--- config.mk ---
export PLATFORM = sky130hd
export DESIGN_NAME = spi_xform_slave_flat
export DESIGN_NICKNAME = d
export VERILOG_FILES = /design/src/rtl/spi_xform_slave_if.sv /design/src/rtl/spi_xform_slave.sv /design/src/flat_wrapper.sv
export SDC_FILE = /design/constraint.sdc
export NUM_CORES = 1
export LEC_CHECK = 0
export ABC_AREA = 1
export BUFFER_PORTS_ARGS = -buffer_cell sky130_fd_sc_hd__clkbuf_2
export CAP_MARGIN = 20
export CORE_UTILIZATION = 42
export CTS_CLUSTER_DIAMETER = 60
export DETAILED_ROUTE_END_ITERATION = 7
export PLACE_DENSITY = 0.64
export RECOVER_POWER = 100
export SYNTH_ARGS = -nofsm -noshare
export SYNTH_HDL_FRONTEND = slang
export SYNTH_SLANG_ARGS = --single-unit
--- constraint.sdc ---
create_clock -name clock -period 4.3 [get_ports clock]
set_input_delay 0.43 -clock clock [delete_from_list [all_inputs] [get_ports clock]]
set_output_delay 0.43 -clock clock [all_outputs]
set_load 0.005 [all_outputs]
--- src/rtl/spi_xform_slave_if.sv ---
`default_nettype none
// ============================================================================
// Module   : spi_xform_slave_if
// Brief    : SPI pins plus receive-side status of the transform slave.
// Revision : 1.0
// ============================================================================
interface spi_xform_slave_if #(
    parameter int WIDTH = 8
);
    logic             sck;
    logic             ss;
    logic             mosi;
    logic             miso;
    logic [1:0]       op;
    logic [WIDTH-1:0] rx_data;
    logic             rx_valid;
    logic [WIDTH-1:0] frame_cnt;

    modport slave (
        input  sck, ss, mosi, op,
        output miso, rx_data, rx_valid, frame_cnt
    );

    modport master (
        output sck, ss, mosi, op,
        input  miso, rx_data, rx_valid, frame_cnt
    );
endinterface
`default_nettype wire

--- src/rtl/spi_xform_slave.sv ---
`default_nettype none
// ============================================================================
// Module   : spi_xform_slave
// Brief    : Synchronous SPI slave; receives a word, returns a transformed one.
// Revision : 1.0
// ============================================================================
module spi_xform_slave #(
    parameter int WIDTH       = 8,
    parameter bit SAMPLE_EDGE = 1'b0
) (
    input  wire logic           clock,
    input  wire logic           reset,
    spi_xform_slave_if.slave    bus
);
    localparam int         c_CW     = $clog2(WIDTH) + 1;
    localparam logic [0:0] c_ST_RX  = 1'b0;
    localparam logic [0:0] c_ST_TX  = 1'b1;
    localparam logic [1:0] c_OP_REV = 2'd0;
    localparam logic [1:0] c_OP_ECH = 2'd1;
    localparam logic [1:0] c_OP_INV = 2'd2;
    localparam logic [c_CW-1:0] c_LAST = c_CW'(WIDTH - 1);

    logic             r_sck_m, r_sck_s, r_sck_d;
    logic             r_ss_m, r_ss_s;
    logic             r_mosi_m, r_mosi_s;

    logic [0:0]       r_phase;
    logic [c_CW-1:0]  r_cnt;
    logic [WIDTH-1:0] r_rx_sr;
    logic [WIDTH-1:0] r_tx_sr;
    logic [WIDTH-1:0] r_rx_data;
    logic             r_rx_valid;
    logic [WIDTH-1:0] r_frame_cnt;
    logic             r_miso;

    logic             w_edge;
    logic             w_last;
    logic [WIDTH-1:0] w_rx_word;
    logic [WIDTH-1:0] w_rev;
    logic [WIDTH-1:0] w_result;

    // Synchronisers reset to the idle level so no edge is seen leaving reset
    always_ff @(posedge clock) begin
        if (reset) begin
            r_sck_m  <= SAMPLE_EDGE;
            r_sck_s  <= SAMPLE_EDGE;
            r_sck_d  <= SAMPLE_EDGE;
            r_ss_m   <= 1'b1;
            r_ss_s   <= 1'b1;
            r_mosi_m <= 1'b0;
            r_mosi_s <= 1'b0;
        end else begin
            r_sck_m  <= bus.sck;
            r_sck_s  <= r_sck_m;
            r_sck_d  <= r_sck_s;
            r_ss_m   <= bus.ss;
            r_ss_s   <= r_ss_m;
            r_mosi_m <= bus.mosi;
            r_mosi_s <= r_mosi_m;
        end
    end

    assign w_edge    = (r_sck_s != r_sck_d) && (r_sck_s == SAMPLE_EDGE);
    assign w_last    = (r_cnt == c_LAST);
    assign w_rx_word = {r_rx_sr[WIDTH-2:0], r_mosi_s};

    always_comb begin
        w_rev = '0;
        for (int i = 0; i < WIDTH; i++) begin
            w_rev[i] = w_rx_word[WIDTH-1-i];
        end
    end

    always_comb begin
        w_result = r_frame_cnt;
        case (bus.op)
            c_OP_REV: w_result = w_rev;
            c_OP_ECH: w_result = w_rx_word;
            c_OP_INV: w_result = ~w_rx_word;
            default:  w_result = r_frame_cnt;
        endcase
    end

    always_ff @(posedge clock) begin
        if (reset) begin
            r_phase     <= c_ST_RX;
            r_cnt       <= '0;
            r_rx_sr     <= '0;
            r_tx_sr     <= '0;
            r_rx_data   <= '0;
            r_rx_valid  <= 1'b0;
            r_frame_cnt <= '0;
            r_miso      <= 1'b1;
        end else begin
            r_rx_valid <= 1'b0;
            r_miso     <= (!r_ss_s && r_phase == c_ST_TX) ? r_tx_sr[WIDTH-1] : 1'b1;
            // ss high overrides any coincident edge and discards a partial word
            if (r_ss_s) begin
                r_phase <= c_ST_RX;
                r_cnt   <= '0;
            end else if (w_edge) begin
                if (r_phase == c_ST_RX) begin
                    r_rx_sr <= w_rx_word;
                    if (w_last) begin
                        r_rx_data   <= w_rx_word;
                        r_rx_valid  <= 1'b1;
                        r_frame_cnt <= r_frame_cnt + WIDTH'(1);
                        r_tx_sr     <= w_result;
                        r_phase     <= c_ST_TX;
                        r_cnt       <= '0;
                    end else begin
                        r_cnt <= r_cnt + c_CW'(1);
                    end
                end else begin
                    r_tx_sr <= {r_tx_sr[WIDTH-2:0], 1'b0};
                    if (w_last) begin
                        r_phase <= c_ST_RX;
                        r_cnt   <= '0;
                    end else begin
                        r_cnt <= r_cnt + c_CW'(1);
                    end
                end
            end
        end
    end

    assign bus.miso      = r_miso;
    assign bus.rx_data   = r_rx_data;
    assign bus.rx_valid  = r_rx_valid;
    assign bus.frame_cnt = r_frame_cnt;
endmodule
`default_nettype wire

--- src/flat_wrapper.sv ---
// flat-port wrapper written by rule: the top's interface ports become plain ports
module spi_xform_slave_flat 
#(
    parameter int WIDTH       = 8,
    parameter bit SAMPLE_EDGE = 1'b0
)
  (clock, reset, bus_sck, bus_ss, bus_mosi, bus_op, bus_miso, bus_rx_data, bus_rx_valid, bus_frame_cnt);
  spi_xform_slave_if #(.WIDTH(WIDTH)) bus_i ();
  input  wire logic clock;
  input  wire logic reset;
  input wire logic [$bits(bus_i.sck)-1:0] bus_sck;
  input wire logic [$bits(bus_i.ss)-1:0] bus_ss;
  input wire logic [$bits(bus_i.mosi)-1:0] bus_mosi;
  input wire logic [$bits(bus_i.op)-1:0] bus_op;
  output wire logic [$bits(bus_i.miso)-1:0] bus_miso;
  output wire logic [$bits(bus_i.rx_data)-1:0] bus_rx_data;
  output wire logic [$bits(bus_i.rx_valid)-1:0] bus_rx_valid;
  output wire logic [$bits(bus_i.frame_cnt)-1:0] bus_frame_cnt;
  assign bus_i.sck = bus_sck;
  assign bus_i.ss = bus_ss;
  assign bus_i.mosi = bus_mosi;
  assign bus_i.op = bus_op;
  assign bus_miso = bus_i.miso;
  assign bus_rx_data = bus_i.rx_data;
  assign bus_rx_valid = bus_i.rx_valid;
  assign bus_frame_cnt = bus_i.frame_cnt;
  spi_xform_slave #(.WIDTH(WIDTH), .SAMPLE_EDGE(SAMPLE_EDGE)) u_core (.clock(clock), .reset(reset), .bus(bus_i));
endmodule
# --- After elaboration in Yosys (flattened, before gate mapping) ---
# Cells that the tools add are included.
word_totals:
  ff_bits: 45
op_classes:
  mux: 7
  n_eq_ne: 4
  reduce_logical: 11
  addsub: 2
  bitwise_logic: 6
ops:
  columns: ["op", "n"]
  rows:
  - ["one-hot mux 8 bit (3 select lines)", 1]
  - ["2-to-1 mux 8 bit", 2]
  - ["adder 8 x 1 -> 8 bit (second input constant)", 1]
  - ["NOT 8 bit", 1]
  - ["AND reduction 3 bit", 2]
  - ["NOT 1 bit", 5]
  - ["adder 4 x 1 -> 4 bit (second input constant)", 1]
  - ["equality test 4 x 3 -> 1 bit (second input constant)", 1]
  - ["2-to-1 mux 4 bit", 1]
  - ["AND reduction 4 bit", 1]
  - ["OR reduction 2 bit", 2]
  - ["OR reduction 4 bit", 1]
  - ["2-to-1 mux 1 bit", 3]
  - ["equality test 2 x 1 -> 1 bit (second input constant)", 1]
  - ["equality test 2 bit (second input constant)", 1]
  - ["logical AND 1 bit", 2]
  - ["logical NOT 2 bit", 1]
  - ["nonzero test 2 bit", 1]
  - ["logical NOT 1 bit", 1]
  - ["!= test 1 bit", 1]

# --- Depth between registers and ports, before layout ---
logic_depth:
  depth_word: 4
  mapped_depth: 9
  depth_no_buf: 8

# --- Worst setup path after synthesis ---
# No wires, ideal clock.
synth_timing:
  path_kind: "register to register"
  startpoint: "reg u_core.r_phase"
  endpoint: "reg u_core.r_tx_sr[1]"
  path_buffers: 2
  stages_incl_launch_ff: 10
  path_slack_ns: 2.836
  arrival_ns: 1.345
  period_less_slack_ns: 1.464
  path_cell_list: "dfxtp_1 -> buf_6 -> clkinv_1 -> clkbuf_1 -> ha_1 -> nor2_1 -> nand2_2 -> inv_2 -> o21ai_0 -> a21oi_1"
synth_between:
  elab_chain_len: 2
  elab_cells_between_ends: 3
synth_lines:
  columns: ["element", "line", "rtl"]
  rows:
  - ["from (decl)", "spi_xform_slave.sv:27", "logic [0:0] r_phase;"]
  - ["from (signal assigned)", "spi_xform_slave.sv:86", "r_phase <= c_ST_RX;"]
  - ["from (signal assigned)", "spi_xform_slave.sv:99", "r_phase <= c_ST_RX;"]
  - ["from (signal assigned)", "spi_xform_slave.sv:109", "r_phase <= c_ST_TX;"]
  - ["nonzero test 2 bit (no source line)", null, null]
  - ["AND reduction 3 bit (no source line)", null, null]
  - ["to (signal assigned)", "spi_xform_slave.sv:108", "r_tx_sr <= w_result;"]
  - ["to (signal assigned)", "spi_xform_slave.sv:115", "r_tx_sr <= {r_tx_sr[WIDTH-2:0], 1'b0};"]
  - ["to (decl)", "spi_xform_slave.sv:30", "logic [WIDTH-1:0] r_tx_sr;"]
# Parallel ways exist; a longest one is shown, timed or not.
# A chain may end at the register's enable or synchronous reset.

# --- Worst setup path in the final report ---
layout_timing:
  startpoint: "reg u_core.r_phase"
  endpoint: "reg u_core.r_tx_sr[2]"
# The elaborated chain is that of the path after synthesis.

==> impl_metrics.csv <==
group,metric,value,unit
timing,rsz0062_at_grt,"false",
yosys,ys_seq_area_share,42.6,%
critical_path,worst-r2r-setup-slack,2.29,ns
critical_path,crit_slowest_cell,"dfxtp_1",
global_routing,antenna_found_initial,0,
cells_and_area,area_delta_synth_final,8.23,%
hold_path,hold_start,"bus_sck",
yosys,synth_area_per_cell,7.42,um2
critical_path,worstSetupPathType,"flop to flop",
yosys,synth_edf_count,0,
hold_path,min_to,"u_core.r_sck_m$_SDFF_PP0_",
yosys,synth.net_count,295,
timing,worstMarginPinSlew,0.684,ns
clocking,clk_latency,0.30,ns
cells_and_area,fin_util,47.8,%
critical_path,worst_path_largest_cell_delay,0.55,ns
cells_and_area,final_area,2290,um2
global_routing,grt_max_degree,29,
timing,fmax,497,MHz
clocking,clkSlewWorstSetupHoldPaths,0.08,ns
cells_and_area,num-nets-final,316,
timing,slew_violations,0,
hold_path,hold_class,"primary input to flop",
global_routing,grt_pass1_vias,1485,
clocking,cts_tree,"yes",
clocking,cts-hold-fix-buffers,0,
timing,fin_tns_setup,0,ns
pwr,finalPower,0.719,mW
cells_and_area,layout.cells.non_filler,373,
floorplan,dieHeight,72.9,um
critical_path,arrival,2.24,ns
yosys,synth-main-ff-cell,"dfxtp_1",
yosys,synth_cell_type_count,28,
floorplan,initial_utilization,44.2,%
pwr,p_leak,1.01,nW
pwr,cellPowerDensity,314,nW/um2
cells_and_area,mostFrequentLayoutCell,"nand2_1",
floorplan,die_area,5320,um2
floorplan,ios,25,
cells_and_area,drive_gt1_share,15.4,%
global_routing,grt_usage,17.4,%
timing,slew-limit-headroom,54.1,%
routing,ant_nets,0,
clocking,cts_buffers,5,
routing,drt_pass1_iterations,4,
critical_path,cp_max_fo,11,
critical_path,worstPathRequired,4.53,ns
yosys,netlist_area,2110,um2
placement,place_congestion,0.813,
routing,drc,0,
routing,routedWlPerCell,11.4,um
routing,drt_iter0_drc,77,
floorplan,num_rows,25,
clocking,cts_sinks,45,
yosys,synth_cells,285,
critical_path,timing.rr.end,"u_core.r_tx_sr[2]$_SDFFE_PP0P_",
placement,dp_hpwl,2930,um
clocking,root_buffer,"clkbuf_8",
placement,numPlacedInstances,366,
critical_path,critPathBufInv,2,
clocking,htree_levels,2,
yosys,async_flop_share,0,%
critical_path,r2r_start,"u_core.r_phase$_SDFFE_PP0P_",
global_routing,grt_pass1_wl,6940,um
timing,setup_violations,0,
clocking,cts-resized-gates,0,
floorplan,die_x,72.9,um
critical_path,crit_family,"buffers and inverters",
floorplan,core,4790,um2
yosys,ys_ff_latch,45,
routing,via_per_inst,4.72,
critical_path,start_kind,"flop",
run_status,status,"completed",
cells_and_area,layout_common_cells,"nand2_1 (76), dfxtp_1 (45), inv_1 (30), o21ai_0 (27), a21oi_1 (27)",
clocking,clockBufferDepth,2,
placement,placed_area,2250,um2
run,maxCapViolCount,0,
timing,finalCritPeriodShare,46.8,%
timing,finClkSkew,0.00552,ns
timing,hold_violations,0,
routing,dr_total_vias,1762,
critical_path,reg2reg_depth,7,
critical_path,worstPathCellList,"clkinv_1, ha_1, nor2_1, nand2_1, inv_1, o21ai_0, a21oi_1",
routing,wirelength,4250,um
clocking,cts_setup_buffers,0,
pwr,irDropWorstVdd,0.134,mV
cells_and_area,diodes,0,
critical_path,end_kind,"flop",
timing,layout_min_cycle_time,2.01,ns
global_routing,overflow,0,
hold_path,whs_path_depth,3,
yosys,ys_warn_count,0,
placement,port_buffers,24,
worst max-delay path by stage:
stage                                              end  depth (start not counted)                         from  slack [ns]
global placement    u_core.bus.rx_data[3]$_SDFFE_PP0P_                          4                        reset        2.39
CTS                     u_core.r_tx_sr[5]$_SDFFE_PP0P_                          7  u_core.r_phase$_SDFFE_PP0P_        2.41
detailed placement  u_core.bus.rx_data[3]$_SDFFE_PP0P_                          4                        reset        2.40
finish                  u_core.r_tx_sr[2]$_SDFFE_PP0P_                          7  u_core.r_phase$_SDFFE_PP0P_        2.29
floorplan               u_core.r_tx_sr[1]$_SDFFE_PP0P_                          9  u_core.r_phase$_SDFFE_PP0P_        2.84
global route            u_core.r_tx_sr[2]$_SDFFE_PP0P_                          7  u_core.r_phase$_SDFFE_PP0P_        2.11
final cells by class:
class	count	area [um2]
fillers	470	2500
multi-input cells	198	980
flip-flops and latches	45	901
inverters	32	120
repair buffers	24	116
clock buffers	7	86.3
well taps	67	83.8
cells in the mapped netlist (2+ instances only):
cell       n  area share [%]
buf_6      2             1.1
ha_1       3             1.8
nand2_4    2             1.1
xor2_1     2            0.83
nor2_4     3             1.6
clkinv_1   2            0.36
nand4_1    2            0.59
clkbuf_1   2            0.36
nand2_1   73              13
o21ai_1    7             1.7
a21oi_1   24             5.7
o21ai_2    3             1.2
dfxtp_1   45              43
buf_2      4            0.95
o21ai_0   19             4.5
nand3_1   16             3.8
inv_1     29             5.2
nor2_1    22             3.9
a21oi_2   10             4.1
nand2_2    6             1.8
or2_2      2            0.59
worst register-to-register path, delay by kind of cell, from the launching register on:
kind,cells,cell delay [ns]
AO/OA/AOI/OAI,2,0.25
flip-flops,1,0.55
AND/OR/NAND/NOR,2,0.29
buffers and inverters,2,0.57
adder cells (fa/ha/maj),1,0.28
stage by stage:
step	setup slack, ns	hold WS (ns)
after detailed placement	2.40	0.392
after floorplan	2.84	0.388
final	2.29	0.315
after global placement	2.39	0.391
after CTS	2.41	0.309
after global routing	2.11	0.318
state kept, by name, summed over array words and instances, names as in the netlist:
register              flops
u_core.bus.frame_cnt      8
u_core.bus.rx_data        8
u_core.r_tx_sr            8
u_core.r_rx_sr            7
u_core.r_cnt              4
u_core.bus.miso           1
u_core.bus.rx_valid       1
u_core.r_mosi_m           1
u_core.r_mosi_s           1
u_core.r_phase            1
u_core.r_sck_d            1
u_core.r_sck_m            1
u_core.r_sck_s            1
u_core.r_ss_m             1
u_core.r_ss_s             1
power breakdown:
group / leakage [nW] / switching (mW) / total [mW] / internal, mW
registers: 0.364 / 0.00222 / 0.422 / 0.420
logic: 0.602 / 0.0236 / 0.0347 / 0.0111
clock network: 0.0443 / 0.134 / 0.262 / 0.128
total: 1.01 / 0.160 / 0.719 / 0.558
logic make-up (layout without fill, tap and decap cells):
kind of cell	count (synthesis)	count (layout)	share of synthesized area, %
adder cells (fa/ha/maj)	3	3	1.78
AO/OA/AOI/OAI	63	63	17.2
AND/OR/NAND/NOR	130	130	28.6
flip-flops	45	45	42.6
XOR/XNOR	2	2	0.829
buffers and inverters	42	63	8.94
metal layers:
metal / up-vias / track usage, % / routed length (um)
met5: - / 0 / 0
met4: 0 / 5.88 / 63
met3: 6 / 5.39 / 143
met2: 28 / 25.6 / 1840
met1: 778 / 24.1 / 2190
li1: 950 / - / -
No activity file was read; power rests on OpenSTA's default activity.
